## src/rtl/decode_defs.sv

```systemverilog
// Shared definitions for the decode stage and the ALU downstream of it:
// micro-op encodings, ARM condition codes, flag bit positions, the
// decode FSM state type and the immediate-expansion helper.
package decode_defs;

  // ALU micro-op encodings
  localparam logic [4:0] UOP_NOP = 5'b00000;
  localparam logic [4:0] UOP_ADD = 5'b00001;
  localparam logic [4:0] UOP_SUB = 5'b00010;
  localparam logic [4:0] UOP_RSB = 5'b00011;
  localparam logic [4:0] UOP_AND = 5'b00100;
  localparam logic [4:0] UOP_EOR = 5'b00101;
  localparam logic [4:0] UOP_ORR = 5'b00110;
  localparam logic [4:0] UOP_BIC = 5'b00111;
  localparam logic [4:0] UOP_MOV = 5'b01000;
  localparam logic [4:0] UOP_MVN = 5'b01001;
  localparam logic [4:0] UOP_ADC = 5'b01010;
  localparam logic [4:0] UOP_SBC = 5'b01011;
  localparam logic [4:0] UOP_RSC = 5'b01100;

  // ARM condition field encodings (instr[31:28])
  localparam logic [3:0] COND_EQ = 4'b0000;
  localparam logic [3:0] COND_NE = 4'b0001;
  localparam logic [3:0] COND_CS = 4'b0010;
  localparam logic [3:0] COND_CC = 4'b0011;
  localparam logic [3:0] COND_MI = 4'b0100;
  localparam logic [3:0] COND_PL = 4'b0101;
  localparam logic [3:0] COND_VS = 4'b0110;
  localparam logic [3:0] COND_VC = 4'b0111;
  localparam logic [3:0] COND_HI = 4'b1000;
  localparam logic [3:0] COND_LS = 4'b1001;
  localparam logic [3:0] COND_GE = 4'b1010;
  localparam logic [3:0] COND_LT = 4'b1011;
  localparam logic [3:0] COND_GT = 4'b1100;
  localparam logic [3:0] COND_LE = 4'b1101;
  localparam logic [3:0] COND_AL = 4'b1110;
  localparam logic [3:0] COND_NV = 4'b1111;

  // Bit positions inside the 4-bit flags vector
  localparam int FLAG_Z = 3;
  localparam int FLAG_C = 2;
  localparam int FLAG_N = 1;
  localparam int FLAG_V = 0;

  // Decode interlock FSM
  typedef enum logic {
    ST_RUN       = 1'b0,
    ST_FLAG_WAIT = 1'b1
  } state_t;

  // Rotate an 8-bit immediate right by twice the 4-bit rotate field.
  // The value is doubled up so the shift wraps without a 32-bit shift count.
  function automatic logic [31:0] expand_imm(input logic [11:0] field);
    logic [63:0] doubled;
    logic [4:0]  amount;
    doubled = {24'b0, field[7:0], 24'b0, field[7:0]};
    amount  = {field[11:8], 1'b0};
    doubled = doubled >> amount;
    return doubled[31:0];
  endfunction

endpackage

```

## src/rtl/decode_stage_cond_check.sv

```systemverilog
// Combinational ARM condition-code evaluator: pass is high when the
// instruction with condition field cond should execute under flags.
module cond_check
  import decode_defs::*;
(
  input  logic [3:0] cond,
  input  logic [3:0] flags,
  output logic       pass
);

  logic z, c, n, v;

  assign z = flags[FLAG_Z];
  assign c = flags[FLAG_C];
  assign n = flags[FLAG_N];
  assign v = flags[FLAG_V];

  // Map each condition code onto its flag predicate; NV never executes
  always_comb begin
    pass = 1'b0;
    case (cond)
      COND_EQ: pass = z;
      COND_NE: pass = !z;
      COND_CS: pass = c;
      COND_CC: pass = !c;
      COND_MI: pass = n;
      COND_PL: pass = !n;
      COND_VS: pass = v;
      COND_VC: pass = !v;
      COND_HI: pass = c && !z;
      COND_LS: pass = !c || z;
      COND_GE: pass = (n == v);
      COND_LT: pass = (n != v);
      COND_GT: pass = !z && (n == v);
      COND_LE: pass = z || (n != v);
      COND_AL: pass = 1'b1;
      COND_NV: pass = 1'b0;
      default: pass = 1'b0;
    endcase
  end

endmodule

```

## src/rtl/decode_stage.sv

```systemverilog
// Decode stage for ARM data-processing instructions. Evaluates the
// condition code, expands the rotated immediate, maps the opcode to an
// ALU micro-op and registers all fields for the execute stage. A
// conditional instruction directly behind a flag-setting one waits one
// bubble (FLAG_WAIT) so it sees the updated flags.
// Optional feature macro: DECODE_UNDEF_FLAG_EN adds the 'undef' output.
module decode_stage
  import decode_defs::*;
#(
  parameter int PC_W = 32
) (
  input  logic            clock,
  input  logic            reset,
  input  logic [31:0]     instr_in,
  input  logic            instr_valid,
  output logic            instr_ready,
  input  logic [PC_W-1:0] pc_in,
  input  logic [3:0]      flags_in,
  input  logic            stall,
  input  logic            flush,
  output logic            out_valid,
  output logic [3:0]      sel_p0,
  output logic [3:0]      sel_p1,
  output logic [3:0]      sel_in,
  output logic [4:0]      uop,
  output logic [31:0]     imm,
  output logic            use_imm,
  output logic            write_en,
  output logic            flags_en,
  output logic [PC_W-1:0] pc_out
`ifdef DECODE_UNDEF_FLAG_EN
  ,
  output logic            undef
`endif
);

  state_t      state, state_next;
  logic        hazard, accept, fmt_ok, cond_pass;
  logic [3:0]  cond, opcode;
  logic        imm_flag, s_bit;
  logic [4:0]  d_uop;
  logic        d_write_en, d_flags_en;
  logic [31:0] d_imm;
  logic [3:0]  d_sel_p1;

  assign cond     = instr_in[31:28];
  assign imm_flag = instr_in[25];
  assign opcode   = instr_in[24:21];
  assign s_bit    = instr_in[20];

  // Register-shifted and non-data-processing encodings are undefined here
  assign fmt_ok = (instr_in[27:26] == 2'b00) && (imm_flag || (instr_in[11:4] == 8'd0));

  // A conditional instruction cannot use flags still being produced downstream
  assign hazard = out_valid && flags_en && (cond != COND_AL) && instr_valid;

  assign accept = instr_valid && instr_ready;

  cond_check u_cond_check (
    .cond  (cond),
    .flags (flags_in),
    .pass  (cond_pass)
  );

  // Interlock FSM state register
  always_ff @(posedge clock) begin
    if (reset) state <= ST_RUN;
    else       state <= state_next;
  end

  // Next state and handshake: flush beats stall, stall beats the hazard bubble
  always_comb begin
    state_next  = state;
    instr_ready = 1'b0;
    case (state)
      ST_RUN: begin
        instr_ready = !stall && !hazard && !flush && !reset;
        if (hazard) state_next = ST_FLAG_WAIT;
      end
      ST_FLAG_WAIT: begin
        state_next = ST_RUN;
      end
      default: state_next = ST_RUN;
    endcase
    if (flush)      state_next = ST_RUN;
    else if (stall) state_next = state;
  end

  // Opcode to micro-op; compare/test forms only update flags
  always_comb begin
    d_uop      = UOP_NOP;
    d_write_en = 1'b1;
    d_flags_en = s_bit;
    case (opcode)
      4'b0000: d_uop = UOP_AND;
      4'b0001: d_uop = UOP_EOR;
      4'b0010: d_uop = UOP_SUB;
      4'b0011: d_uop = UOP_RSB;
      4'b0100: d_uop = UOP_ADD;
      4'b0101: d_uop = UOP_ADC;
      4'b0110: d_uop = UOP_SBC;
      4'b0111: d_uop = UOP_RSC;
      4'b1000: begin d_uop = UOP_AND; d_write_en = 1'b0; d_flags_en = 1'b1; end
      4'b1001: begin d_uop = UOP_EOR; d_write_en = 1'b0; d_flags_en = 1'b1; end
      4'b1010: begin d_uop = UOP_SUB; d_write_en = 1'b0; d_flags_en = 1'b1; end
      4'b1011: begin d_uop = UOP_ADD; d_write_en = 1'b0; d_flags_en = 1'b1; end
      4'b1100: d_uop = UOP_ORR;
      4'b1101: d_uop = UOP_MOV;
      4'b1110: d_uop = UOP_BIC;
      4'b1111: d_uop = UOP_MVN;
      default: d_uop = UOP_NOP;
    endcase
  end

  // Operand 2 is either the rotated immediate or register Rm, never both
  always_comb begin
    d_imm    = 32'd0;
    d_sel_p1 = instr_in[3:0];
    if (imm_flag) begin
      d_imm    = expand_imm(instr_in[11:0]);
      d_sel_p1 = 4'd0;
    end
  end

  // Output register: undefined or condition-failed instructions become bubbles
  always_ff @(posedge clock) begin
    if (reset) begin
      out_valid <= 1'b0;
      sel_p0    <= 4'd0;
      sel_p1    <= 4'd0;
      sel_in    <= 4'd0;
      uop       <= UOP_NOP;
      imm       <= 32'd0;
      use_imm   <= 1'b0;
      write_en  <= 1'b0;
      flags_en  <= 1'b0;
      pc_out    <= '0;
    end else if (flush) begin
      out_valid <= 1'b0;
    end else if (!stall) begin
      if (accept) begin
        out_valid <= fmt_ok && cond_pass;
        sel_p0    <= instr_in[19:16];
        sel_p1    <= d_sel_p1;
        sel_in    <= instr_in[15:12];
        uop       <= d_uop;
        imm       <= d_imm;
        use_imm   <= imm_flag;
        write_en  <= d_write_en;
        flags_en  <= d_flags_en;
        pc_out    <= pc_in;
      end else begin
        out_valid <= 1'b0;
      end
    end
  end

`ifdef DECODE_UNDEF_FLAG_EN
  // One-cycle pulse after an undefined instruction is accepted
  always_ff @(posedge clock) begin
    if (reset)       undef <= 1'b0;
    else if (flush)  undef <= 1'b0;
    else if (!stall) undef <= accept && !fmt_ok;
  end
`endif

endmodule

```

## config.mk

```make
export PLATFORM = sky130hd
export DESIGN_NAME = decode_stage
export DESIGN_NICKNAME = d
export VERILOG_FILES = /design/src/rtl/decode_defs.sv /design/src/rtl/decode_stage_cond_check.sv /design/src/rtl/decode_stage.sv
export SDC_FILE = /design/constraint.sdc
export NUM_CORES = 1
export LEC_CHECK = 0
export ABC_AREA = 1
export BUFFER_PORTS_ARGS = -buffer_cell sky130_fd_sc_hd__buf_2
export CORE_MARGIN = 2
export CORE_UTILIZATION = 45
export DETAILED_ROUTE_END_ITERATION = 7
export PLACE_DENSITY = 0.74
export SLEW_MARGIN = 10
export SYNTH_ARGS = -nofsm -noshare
export SYNTH_HDL_FRONTEND = slang
export SYNTH_HIERARCHICAL = 1
export SYNTH_SLANG_ARGS = --single-unit
```

## constraint.sdc

```tcl
create_clock -name clock -period 1.9 [get_ports clock]
set_input_delay 0.38 -clock clock [delete_from_list [all_inputs] [get_ports clock]]
set_output_delay 0.38 -clock clock [all_outputs]
set_load 0.02 [all_outputs]
```

==> results.py, run 1 <==
metrics = {
    "status": {
        "outcome": "complete, no violations",
    },
    "yosys": {
        "synth_nets": 689,
        "synth-seq-cells": 85,
        "synth.distinct_cells": 30,
        "post_synth.cell_area_avg_um2": 6.54,
        "post_synth_inst_count": 616,
        "synth-warning-count": 6,
        "yosysSeqAreaShare_pct": 42.2,
        "post_synth_instance_area_um2": 4030,
    },
    "detailed_routing": {
        "final_ant_viol_nets": 0,
        "detail_route.wirelength_um": 10900,
        "detail_route.drc_violations": 0,
        "routed_wire_length_per_instance_um": 12.5,
        "vias": 4322,
        "count_of_tritonroute_iterations_in_the_first_routing_pass": 4,
        "dr.first_iter.drc_count": 198,
        "post_drt_via_cell_ratio": 4.95,
    },
    "final_layout": {
        "layout_commonest_cell": "nand2_1",
        "post_route_cells_drive_above_1_share_pct": 25.8,
        "nNetsFinal": 833,
        "antennaDiodeCount": 0,
        "flow.area_growth_from_synthesis_pct": 25.5,
        "commonest_cells_after_routing_fill_and_taps_aside": "234 x nand2_1, 157 x buf_2, 85 x dfxtp_1",
    },
    "timing": {
        "max_freq_mhz": 588,
        "report.final.setup_viol": 0,
        "finalCriticalPeriod_ns": 1.70,
        "final.setup_skew_ns": 0.0133,
        "slew-limit-headroom_pct": 44.6,
        "whs_ns": 0.234,
        "rsz_0062_raised_after_global_routing": "no",
        "finalCritPeriodShare_pct": 89.5,
        "final-hold-violation-count": 0,
        "report.final.slew_viol_count": 0,
        "totalNegativeSetupSlack_ns": 0,
        "tightest_slew_ns": 0.830,
    },
    "floorplan": {
        "fp.coreArea_um2": 8720,
        "die_area_um2": 9720,
        "core.rowCount": 34,
        "boundaryPins": 159,
        "initial_core_util_pct": 46.2,
        "die_h_um": 98.6,
        "chipWidth_um": 98.6,
    },
    "hold_path": {
        "worst_hold_path.num_cells": 3,
        "worst_min_delay_path_class": "input port to flip-flop",
    },
    "setup_path": {
        "cp_num_buf_inv": 2,
        "cp_cell_sequence": "nand2_1 > nor2_1 > nand2_2 > nand2_1 > inv_1 > buf_2",
        "crit_path_max_fanout": 3,
        "cp-end-kind": "output pin",
        "crit_path_start_kind": "flip-flop",
        "critical-path-top-delay-family": "simple AND/OR/NAND/NOR gates",
        "reg2reg_depth": 9,
        "cell_type_of_the_slowest_stage_on_the_worst_timing_path": "dfxtp_1",
        "crit_required_ns": 1.52,
        "worst_path_most_repeated_cell": "nand2_1",
        "timing.setup.critical_path_class": "flip-flop to output pin",
        "cp_num_cells": 6,
        "critical_path_arrival_ns": 1.32,
        "max_stage_delay_ns": 0.37,
    },
    "cts": {
        "cts_root_buf": "clkbuf_8",
        "cts.clk_slew.worst_paths_ns": 0.09,
        "cts.sinks": 85,
        "insertion_delay_to_the_later_sink_of_the_worst_skew_pair_ns": 0.36,
        "cts_inserted_buffers": 9,
        "post-cts-setup-buffer-count": 0,
        "postCtsHoldBufs": 0,
        "tritoncts": "built",
        "cts_max_level": 3,
        "post_cts_resized": 0,
        "cts.path.max_buffers": 2,
    },
    "grt": {
        "gr_ovfl_total": 0,
        "gr-usage-all-layers_pct": 21.9,
        "grt_first_pass_wirelength_um": 17600,
        "grt_start_max_net_pins": 84,
        "antenna_found_initial": 0,
        "grt_pass1_vias": 3907,
    },
    "power_and_ir_drop": {
        "total_switching_power_w": 0.00103,
        "power_report.internal_total_w": 0.00260,
        "vdd_ir_drop_max_v": 0.000428,
        "share_seq_of_total_power_pct": 50.2,
        "switching_fraction_pct": 28.4,
        "clock_power_share_pct": 37.1,
        "comb_power_share_pct": 12.7,
        "total_leakage_power_nw": 2.56,
        "cellPowerDensity_nw_per_um2": 717,
    },
    "placed_design": {
        "place_hpwl_um": 8090,
        "gp_congestion": 0.923,
        "port-buffer-count": 157,
    },
    "run": {
        "timing.max_cap.violations": 0,
    },
}
==> synth_stat cells (all sizes together) <==
cell type | count | area [um2]
o211ai | 2 | 15.0
dfxtp | 85 | 1700
nand2 | 235 | 885
o31ai | 1 | 7.51
a21oi | 74 | 370
clkbuf | 13 | 48.8
mux2i | 1 | 10.0
clkinv | 1 | 3.75
conb | 1 | 3.75
o21ai | 8 | 40.0
inv | 39 | 146
o21bai | 1 | 7.51
buf | 22 | 145
nand3 | 50 | 268
nor2 | 74 | 309
or2 | 1 | 8.76
o22ai | 1 | 6.26
nand4 | 6 | 43.8
nor3b | 1 | 7.51
==> metal layers <==
layer | vias to the layer above | track usage, % | routed length, um
met4 | 0 | 8.75 | 225
li1 | 2235 | - | -
met3 | 19 | 4.61 | 593
met1 | 1948 | 27.7 | 4790
met5 | - | 0 | 0
met2 | 120 | 36.4 | 5260
==> final timing paths <==
path,startpoint,endpoint,slack [ns]
min,instr_in[20],flags_en,0.23
max reg2reg,flags_en,imm[28],0.30
min reg2reg,pc_out[18],pc_out[18],0.46
max,flags_en,instr_ready,0.20
==> tightest hold or removal path: stages <==
cell and delay [ns]:
buf_2 0.07, nor2_1 0.03, nor2_1 0.07
==> power groups by stage <==
stage,logic [W],clock network (W),registers [W]
2_1_floorplan,0.000254,0,0.00189
6_report,0.000461,0.00135,0.00182
4_1_cts,0.000461,0.00138,0.00182
5_1_grt,0.000516,0.00144,0.00182
3_5_place_dp,0.000459,0,0.00186
3_3_place_gp,0.000453,0,0.00186
==> flip-flops by register name, summed over array words and instances, names as in the netlist <==
register	flops
flags_en	1
use_imm	1
out_valid	1
sel_p1	4
state	1
sel_p0	4
sel_in	4
write_en	1
imm	32
pc_out	32
uop	4
==> cells by family after synthesis <==
| group | after synthesis | synth area share (%) |
|---|---|---|
| compound gates | 87 | 11.1 |
| buf+inv | 75 | 8.54 |
| flops | 85 | 42.2 |
| mux | 1 | 0.249 |
| other cells | 1 | 0.0931 |
| simple gates | 367 | 37.8 |
==> per-stage QoR <==
stage | cells | cell area (um2) | utilization [%] | worst slack, ns | power (W)
2_1_floorplan | 616 | 4030 | - | 0.410 | 0.00215
3_3_place_gp | 857 | 4850 | 55.6 | 0.155 | 0.00231
3_5_place_dp | 857 | 4850 | 55.6 | 0.108 | 0.00232
4_1_cts | 873 | 5050 | 57.9 | 0.169 | 0.00366
5_1_grt | 873 | 5050 | 57.9 | 0.0768 | 0.00378
6_report | 873 | 5050 | 57.9 | 0.200 | 0.00363
==> cell type report <==
class                   count  area, um2
repair buffers            168        881
clock buffers               9        124
inverters                  40        150
multi-input cells         456       1980
flip-flops and latches     85       1700
well taps                 108        135
fillers                   860       3670
clock inverters             7       80.1
Note: power is estimated with default switching activity, not from simulation.
==> run 2, diff against run 1 <==
==> constraint.sdc (replaced) <==
create_clock -name clock -period 1.9 [get_ports clock]
set_input_delay 0.095 -clock clock [delete_from_list [all_inputs] [get_ports clock]]
set_output_delay 0.095 -clock clock [all_outputs]
set_load 0.02 [all_outputs]
==> run 2 against run 1 <==
Against the previous run:
- routed wire length increased by 9.9%
- non-clock buffer count increased by 39
- highest routed layer unchanged
- core utilization rose by 4.8 points
- sequential share of layout area shrank 2.6 points
- first-iteration DRC count down 12%
- largest cell class unchanged
==> results.py, run 2 (same netlist as run 1, synthesis figures left out) <==
metrics = {
    "floorplan": {
        "die_h_um": 98.6,
        "chipWidth_um": 98.6,
        "die_area_um2": 9720,
        "boundaryPins": 159,
        "fp.coreArea_um2": 8720,
        "initial_core_util_pct": 46.2,
        "core.rowCount": 34,
    },
    "power_and_ir_drop": {
        "power_report.internal_total_w": 0.00269,
        "total_switching_power_w": 0.00104,
        "cellPowerDensity_nw_per_um2": 681,
        "total_leakage_power_nw": 2.73,
        "comb_power_share_pct": 14.3,
        "vdd_ir_drop_max_v": 0.000384,
        "clock_power_share_pct": 36.9,
        "switching_fraction_pct": 27.8,
        "share_seq_of_total_power_pct": 48.8,
    },
    "grt": {
        "grt_start_max_net_pins": 84,
        "antenna_found_initial": 0,
        "gr_ovfl_total": 0,
        "grt_first_pass_wirelength_um": 19500,
        "grt_pass1_vias": 4298,
        "gr-usage-all-layers_pct": 24.4,
    },
    "placed_design": {
        "preCtsSetupSlack_ns": 0.232,
        "gp_congestion": 0.938,
        "place_hpwl_um": 8130,
        "port-buffer-count": 157,
    },
    "detailed_routing": {
        "post_drt_via_cell_ratio": 5.01,
        "routed_wire_length_per_instance_um": 13.1,
        "dr.first_iter.drc_count": 175,
        "final_ant_viol_nets": 0,
        "vias": 4570,
        "count_of_tritonroute_iterations_in_the_first_routing_pass": 5,
        "detail_route.drc_violations": 0,
        "detail_route.wirelength_um": 12000,
    },
    "final_layout": {
        "post_route_cells_drive_above_1_share_pct": 24.1,
        "commonest_cells_after_routing_fill_and_taps_aside": "234 x nand2_1, 157 x buf_2, 85 x dfxtp_1",
        "flow.area_growth_from_synthesis_pct": 36.0,
        "fill_cells": 781,
        "nNetsFinal": 872,
        "antennaDiodeCount": 0,
        "layout_commonest_cell": "nand2_1",
        "largest_registers": "imm x32, pc_out x32",
    },
    "cts": {
        "insertion_delay_to_the_later_sink_of_the_worst_skew_pair_ns": 0.36,
        "cts_inserted_buffers": 9,
        "tritoncts": "built",
        "cts.sinks": 85,
        "cts.path.max_buffers": 2,
        "cts_max_level": 3,
        "cts_root_buf": "clkbuf_8",
        "cts.clk_slew.worst_paths_ns": 0.09,
        "post-cts-setup-buffer-count": 0,
    },
    "hold_path": {
        "worst_min_delay_path_class": "input port to flip-flop",
    },
    "setup_path": {
        "crit_path_start_kind": "input port",
        "critical_path_arrival_ns": 2.03,
        "crit_path_max_fanout": 33,
        "timing.setup.critical_path_class": "input port to flip-flop",
        "cp-end-kind": "flip-flop",
        "crit_required_ns": 2.18,
    },
    "timing": {
        "tightest_slew_ns": 0.818,
        "finalCritPeriodShare_pct": 92.3,
        "rsz_0062_raised_after_global_routing": "no",
        "final-hold-violation-count": 0,
        "final.setup_skew_ns": 0.0163,
        "report.final.slew_viol_count": 0,
        "finalCriticalPeriod_ns": 1.75,
        "setup_slack_ns": 0.147,
        "max_freq_mhz": 570,
        "slew-limit-headroom_pct": 45.5,
        "report.final.setup_viol": 0,
        "totalNegativeSetupSlack_ns": 0,
    },
    "status": {
        "outcome": "complete, no violations",
    },
    "run": {
        "timing.max_cap.violations": 0,
    },
}
-- run 2: cell count changes in the layout (fill, tap and decap cells not counted), sizes merged --
cell,previous run,this run
buf,168,165
dlygate4sd3,0,42
inv,42,41
clkbuf,9,10
-- run 2: area by class of cell --
class | instances | area (um2) | share of cell area (%)
clock buffer | 10 | 138 | 2.51
clock inverter | 6 | 77.6 | 1.42
inverter | 40 | 151 | 2.76
multi-input combinational | 456 | 1980 | 36.2
sequential | 85 | 1700 | 31.1
tap | 108 | 135 | 2.47
timing repair buffer | 207 | 1290 | 23.6
-- run 2: final timing paths --
path | start | to | slack, ns | cells past startpoint
setup reg to reg | out_valid | pc_out[19] | 0.23 | 8
hold reg to reg | imm[23] | imm[23] | 0.46 | 2
hold / removal | instr_in[26] | out_valid | 0.04 | 4
setup / recovery | stall | pc_out[19] | 0.15 | 10
-- run 2: worst max-delay path: stages --
cell and delay [ns]:
dlygate4sd3_1 0.54, buf_2 0.13, inv_1 0.08, nand2_1 0.13
nor2_8 0.16, nand3_4 0.21, clkinv_2 0.23, buf_12 0.21
nand2_1 0.08, a21oi_1 0.14
-- run 2: power by group through the flow --
stage	registers [W]	clock network, W	logic (W)
final	0.00182	0.00138	0.000534
after global routing	0.00182	0.00149	0.000590
after CTS	0.00182	0.00142	0.000528
after detailed placement	0.00186	0	0.000459
after global placement	0.00186	0	0.000454
after floorplan	0.00189	0	0.000254
-- run 2: routing by layer --
| layer | vias to the layer above | part of all wire [%] | global-route usage [%] |
|---|---|---|---|
| li1 | 2311 | - | - |
| met4 | 0 | 3.8 | 11.0 |
| met5 | - | 0 | 0 |
| met3 | 43 | 4.6 | 3.90 |
| met2 | 156 | 50 | 42.4 |
| met1 | 2060 | 42 | 29.7 |
-- run 2: repair_timing --
action / 4_1_cts / 5_1_grt
endpoints found under the setup margin: 0 / 3
endpoints found under the hold margin: 42 / 0
gates resized for setup: 0 / 1
hold buffers: 42 / 0
-- run 2: stage by stage --
step / instance area, um2 / hold slack, ns / utilization [%] / power, W / cells
floorplan: 4030 / 0.216 / - / 0.00215 / 616
CTS: 5480 / 0.0269 / 62.8 / 0.00377 / 912
global placement: 4840 / 0.317 / 55.5 / 0.00231 / 854
detailed placement: 4840 / 0.322 / 55.5 / 0.00232 / 854
global route: 5480 / 0.0384 / 62.8 / 0.00390 / 912
finish: 5480 / 0.0360 / 62.8 / 0.00373 / 912
==> run 3, diff against run 2 <==
Settings changed: PLACE_DENSITY 0.74 to 0.75, SYNTH_HIERARCHICAL 1 to not set.
==> run 3 against run 2 <==
Against the previous run:
- synthesized cell count shrank 11%
- combinational power shrank 9.9%
- count of clock-buffer cells in the layout is the same
- sequential share of layout area grew 1.9 points
- non-clock buffer count shrank 5
- first-iteration DRC count grew 79%
- setup slack gained 0.082 ns
- core utilization grew 0.41 points
- clock power shrank 17%
- register-to-register slack gained 0.11 ns
- critical path depth is the same
- cell area shrank 5.6%
- critical path type unchanged
- largest power group unchanged
==> results.py, run 3 <==
metrics = {
    "cts": {
        "cts_max_level": 3,
        "cts.clk_slew.worst_paths_ns": 0.09,
        "cts_root_buf": "clkbuf_8",
        "post_cts_resized": 0,
        "insertion_delay_to_the_later_sink_of_the_worst_skew_pair_ns": 0.34,
        "tritoncts": "built",
        "cts_inserted_buffers": 9,
        "cts.path.max_buffers": 2,
        "cts.sinks": 85,
    },
    "timing": {
        "slew-limit-headroom_pct": 44.7,
        "setup_slack_ns": 0.229,
        "tightest_slew_ns": 0.829,
        "finalCritPeriodShare_pct": 88.0,
        "report.final.slew_viol_count": 0,
        "rsz_0062_raised_after_global_routing": "no",
        "max_freq_mhz": 598,
        "finalCriticalPeriod_ns": 1.67,
        "report.final.setup_viol": 0,
        "final-hold-violation-count": 0,
        "final.setup_skew_ns": 0.00607,
        "totalNegativeSetupSlack_ns": 0,
    },
    "floorplan": {
        "chipWidth_um": 95.8,
        "core.rowCount": 33,
        "initial_core_util_pct": 46.3,
        "die_area_um2": 9170,
        "fp.coreArea_um2": 8180,
        "die_h_um": 95.8,
        "boundaryPins": 159,
    },
    "yosys": {
        "synth-seq-cells": 85,
        "synthXorXnorAreaFrac_pct": 0,
        "yosys.area_share.adder_pct": 0,
        "synthArstFlopShare_pct": 0,
        "synth.top_cells.by_area": "dfxtp_1 45%, nand2_1 20%, a21oi_1 11%",
        "synth_enable_flop_cells": 0,
        "synthMostInstantiatedCell": "nand2_1",
        "synth_nets": 622,
        "ys_dominant_reg_cell": "dfxtp_1",
        "netlist_top_cells_count": "205 x nand2_1, 85 x dfxtp_1, 84 x a21oi_1",
        "synth-warning-count": 0,
        "yosysSeqAreaShare_pct": 44.9,
        "synth_top_cell_by_area": "dfxtp_1",
        "synth-compound-area-share_pct": 17.1,
        "post_synth_mux_area_share_pct": 0,
        "post_synth_and_or_nand_nor_area_fraction_pct": 30.6,
        "synth_top_family_by_area": "simple AND/OR/NAND/NOR gates",
        "post_synth_instance_area_um2": 3790,
        "post_synth_inst_count": 549,
        "synthDominantCellAreaShare_pct": 44.9,
        "post_synth.cell_area_avg_um2": 6.90,
        "synth.distinct_cells": 29,
    },
    "setup_path": {
        "critical_path_arrival_ns": 1.93,
        "cell_type_of_the_slowest_stage_on_the_worst_timing_path": "dlygate4sd3_1",
        "crit-reg2reg-launch": "state",
        "crit_path_max_fanout": 38,
        "crit_required_ns": 2.16,
        "reg2reg_depth": 8,
        "cp_cell_sequence": "dlygate4sd3_1 > buf_2 > inv_1 > nand2_1 > nor2_4 > nand3_2 > inv_2 > buf_12 > nand2_1 > a21oi_1",
        "max_stage_delay_ns": 0.53,
        "cp_num_buf_inv": 5,
        "r2r_end": "pc_out[18]",
        "worst_path_most_repeated_cell": "nand2_1",
        "timing.setup.critical_path_class": "input port to flip-flop",
        "crit_path_start_kind": "input port",
        "critical-path-top-delay-family": "buffers and inverters",
        "r2r_setup_slack_ns": 0.34,
        "cp-end-kind": "flip-flop",
    },
    "final_layout": {
        "antennaDiodeCount": 0,
        "commonest_cells_after_routing_fill_and_taps_aside": "205 x nand2_1, 157 x buf_2, 85 x dfxtp_1",
        "post_route_cells_drive_above_1_share_pct": 26.2,
        "flow.area_growth_from_synthesis_pct": 36.4,
        "fill_cells": 759,
        "layout_commonest_cell": "nand2_1",
        "nNetsFinal": 805,
        "largest_registers": "imm x32, pc_out x32",
    },
    "placed_design": {
        "port-buffer-count": 157,
        "gp_congestion": 0.871,
        "place_hpwl_um": 7390,
        "preCtsSetupSlack_ns": 0.378,
    },
    "grt": {
        "grt_first_pass_wirelength_um": 17300,
        "gr_ovfl_total": 0,
        "antenna_found_initial": 0,
        "gr-usage-all-layers_pct": 23.4,
        "grt_start_max_net_pins": 84,
        "grt_pass1_vias": 3845,
    },
    "hold_path": {
        "hold_path.startpoint": "pc_in[30]",
        "worst_min_delay_path_class": "input port to flip-flop",
        "worst_hold_path.num_cells": 3,
        "timing.hold.worst_endpoint": "pc_out[30]",
    },
    "power_and_ir_drop": {
        "total_leakage_power_nw": 2.37,
        "share_seq_of_total_power_pct": 52.9,
        "cellPowerDensity_nw_per_um2": 665,
        "total_switching_power_w": 0.000950,
        "comb_power_share_pct": 14.0,
        "vdd_ir_drop_max_v": 0.000409,
        "switching_fraction_pct": 27.6,
        "power_report.internal_total_w": 0.00249,
        "clock_power_share_pct": 33.1,
    },
    "detailed_routing": {
        "detail_route.drc_violations": 0,
        "detail_route.wirelength_um": 10800,
        "count_of_tritonroute_iterations_in_the_first_routing_pass": 6,
        "post_drt_via_cell_ratio": 4.93,
        "dr.first_iter.drc_count": 313,
        "routed_wire_length_per_instance_um": 12.8,
        "vias": 4149,
        "final_ant_viol_nets": 0,
    },
    "status": {
        "outcome": "complete, no violations",
    },
    "run": {
        "timing.max_cap.violations": 0,
    },
}
==> run 3: worst min-delay path, stage by stage <==
cell and delay [ns]:
buf_2 0.09, nand2_1 0.05, a21oi_1 0.06
==> run 3: logic make-up (layout without fill, tap and decap cells) <==
family / count (synthesis) / count (layout)
buffers and inverters: 60 / 248
other: 1 / 1
DFF: 85 / 85
AOI/OAI and AO/OA: 123 / 123
and+or+nand+nor: 280 / 280
==> run 3: power groups by stage <==
stage                     registers (W)  logic [W]  clock network (W)
after floorplan                 0.00189   0.000217                  0
after global placement          0.00186   0.000401                  0
after CTS                       0.00182   0.000475            0.00118
after global routing            0.00182   0.000531            0.00125
final                           0.00182   0.000481            0.00114
after detailed placement        0.00186   0.000411                  0
==> run 3: worst max path at each step <==
stage,from,endpoint,depth (start not counted)
after global routing,stall,pc_out[13],10
after detailed placement,state,sel_in[0],8
final,stall,pc_out[18],10
after floorplan,flags_en,sel_in[1],6
after CTS,stall,pc_out[30],10
after global placement,state,pc_out[6],8
==> run 3: final cells by class <==
type	count	area, um2	share of cell area [%]
Inverter	30	113	2.18
Tap cell	105	131	2.54
Sequential cell	85	1700	32.9
Timing Repair Buffer	202	1240	23.9
Clock buffer	10	128	2.47
Multi-Input combinational cell	404	1810	35.1
Clock inverter	6	46.3	0.896
==> run 3: per-layer routing <==
layer | track usage, % | wire (um)
met5 | 0 | 0
met1 | 29.8 | 4610
met4 | 8.21 | 214
met2 | 38.8 | 5180
met3 | 5.72 | 773
==> run 3: timing repair <==
item / in CTS / in global routing
endpoints found under the setup margin: 0 / 0
buffers inserted: 0 / 0
hold buffers: 40 / 0
hold endpoints to repair: 40 / 0
==> run 3: metrics by stage <==
stage,hold WS (ns),std cells,power [W],util (%),cell area (um2)
floorplan,0.216,549,0.00211,-,3790
global placement,0.313,786,0.00226,56.2,4590
detailed placement,0.316,786,0.00227,56.2,4590
CTS,0.00218,842,0.00347,63.2,5170
global route,0.0168,842,0.00360,63.2,5170
finish,0.0178,842,0.00344,63.2,5170
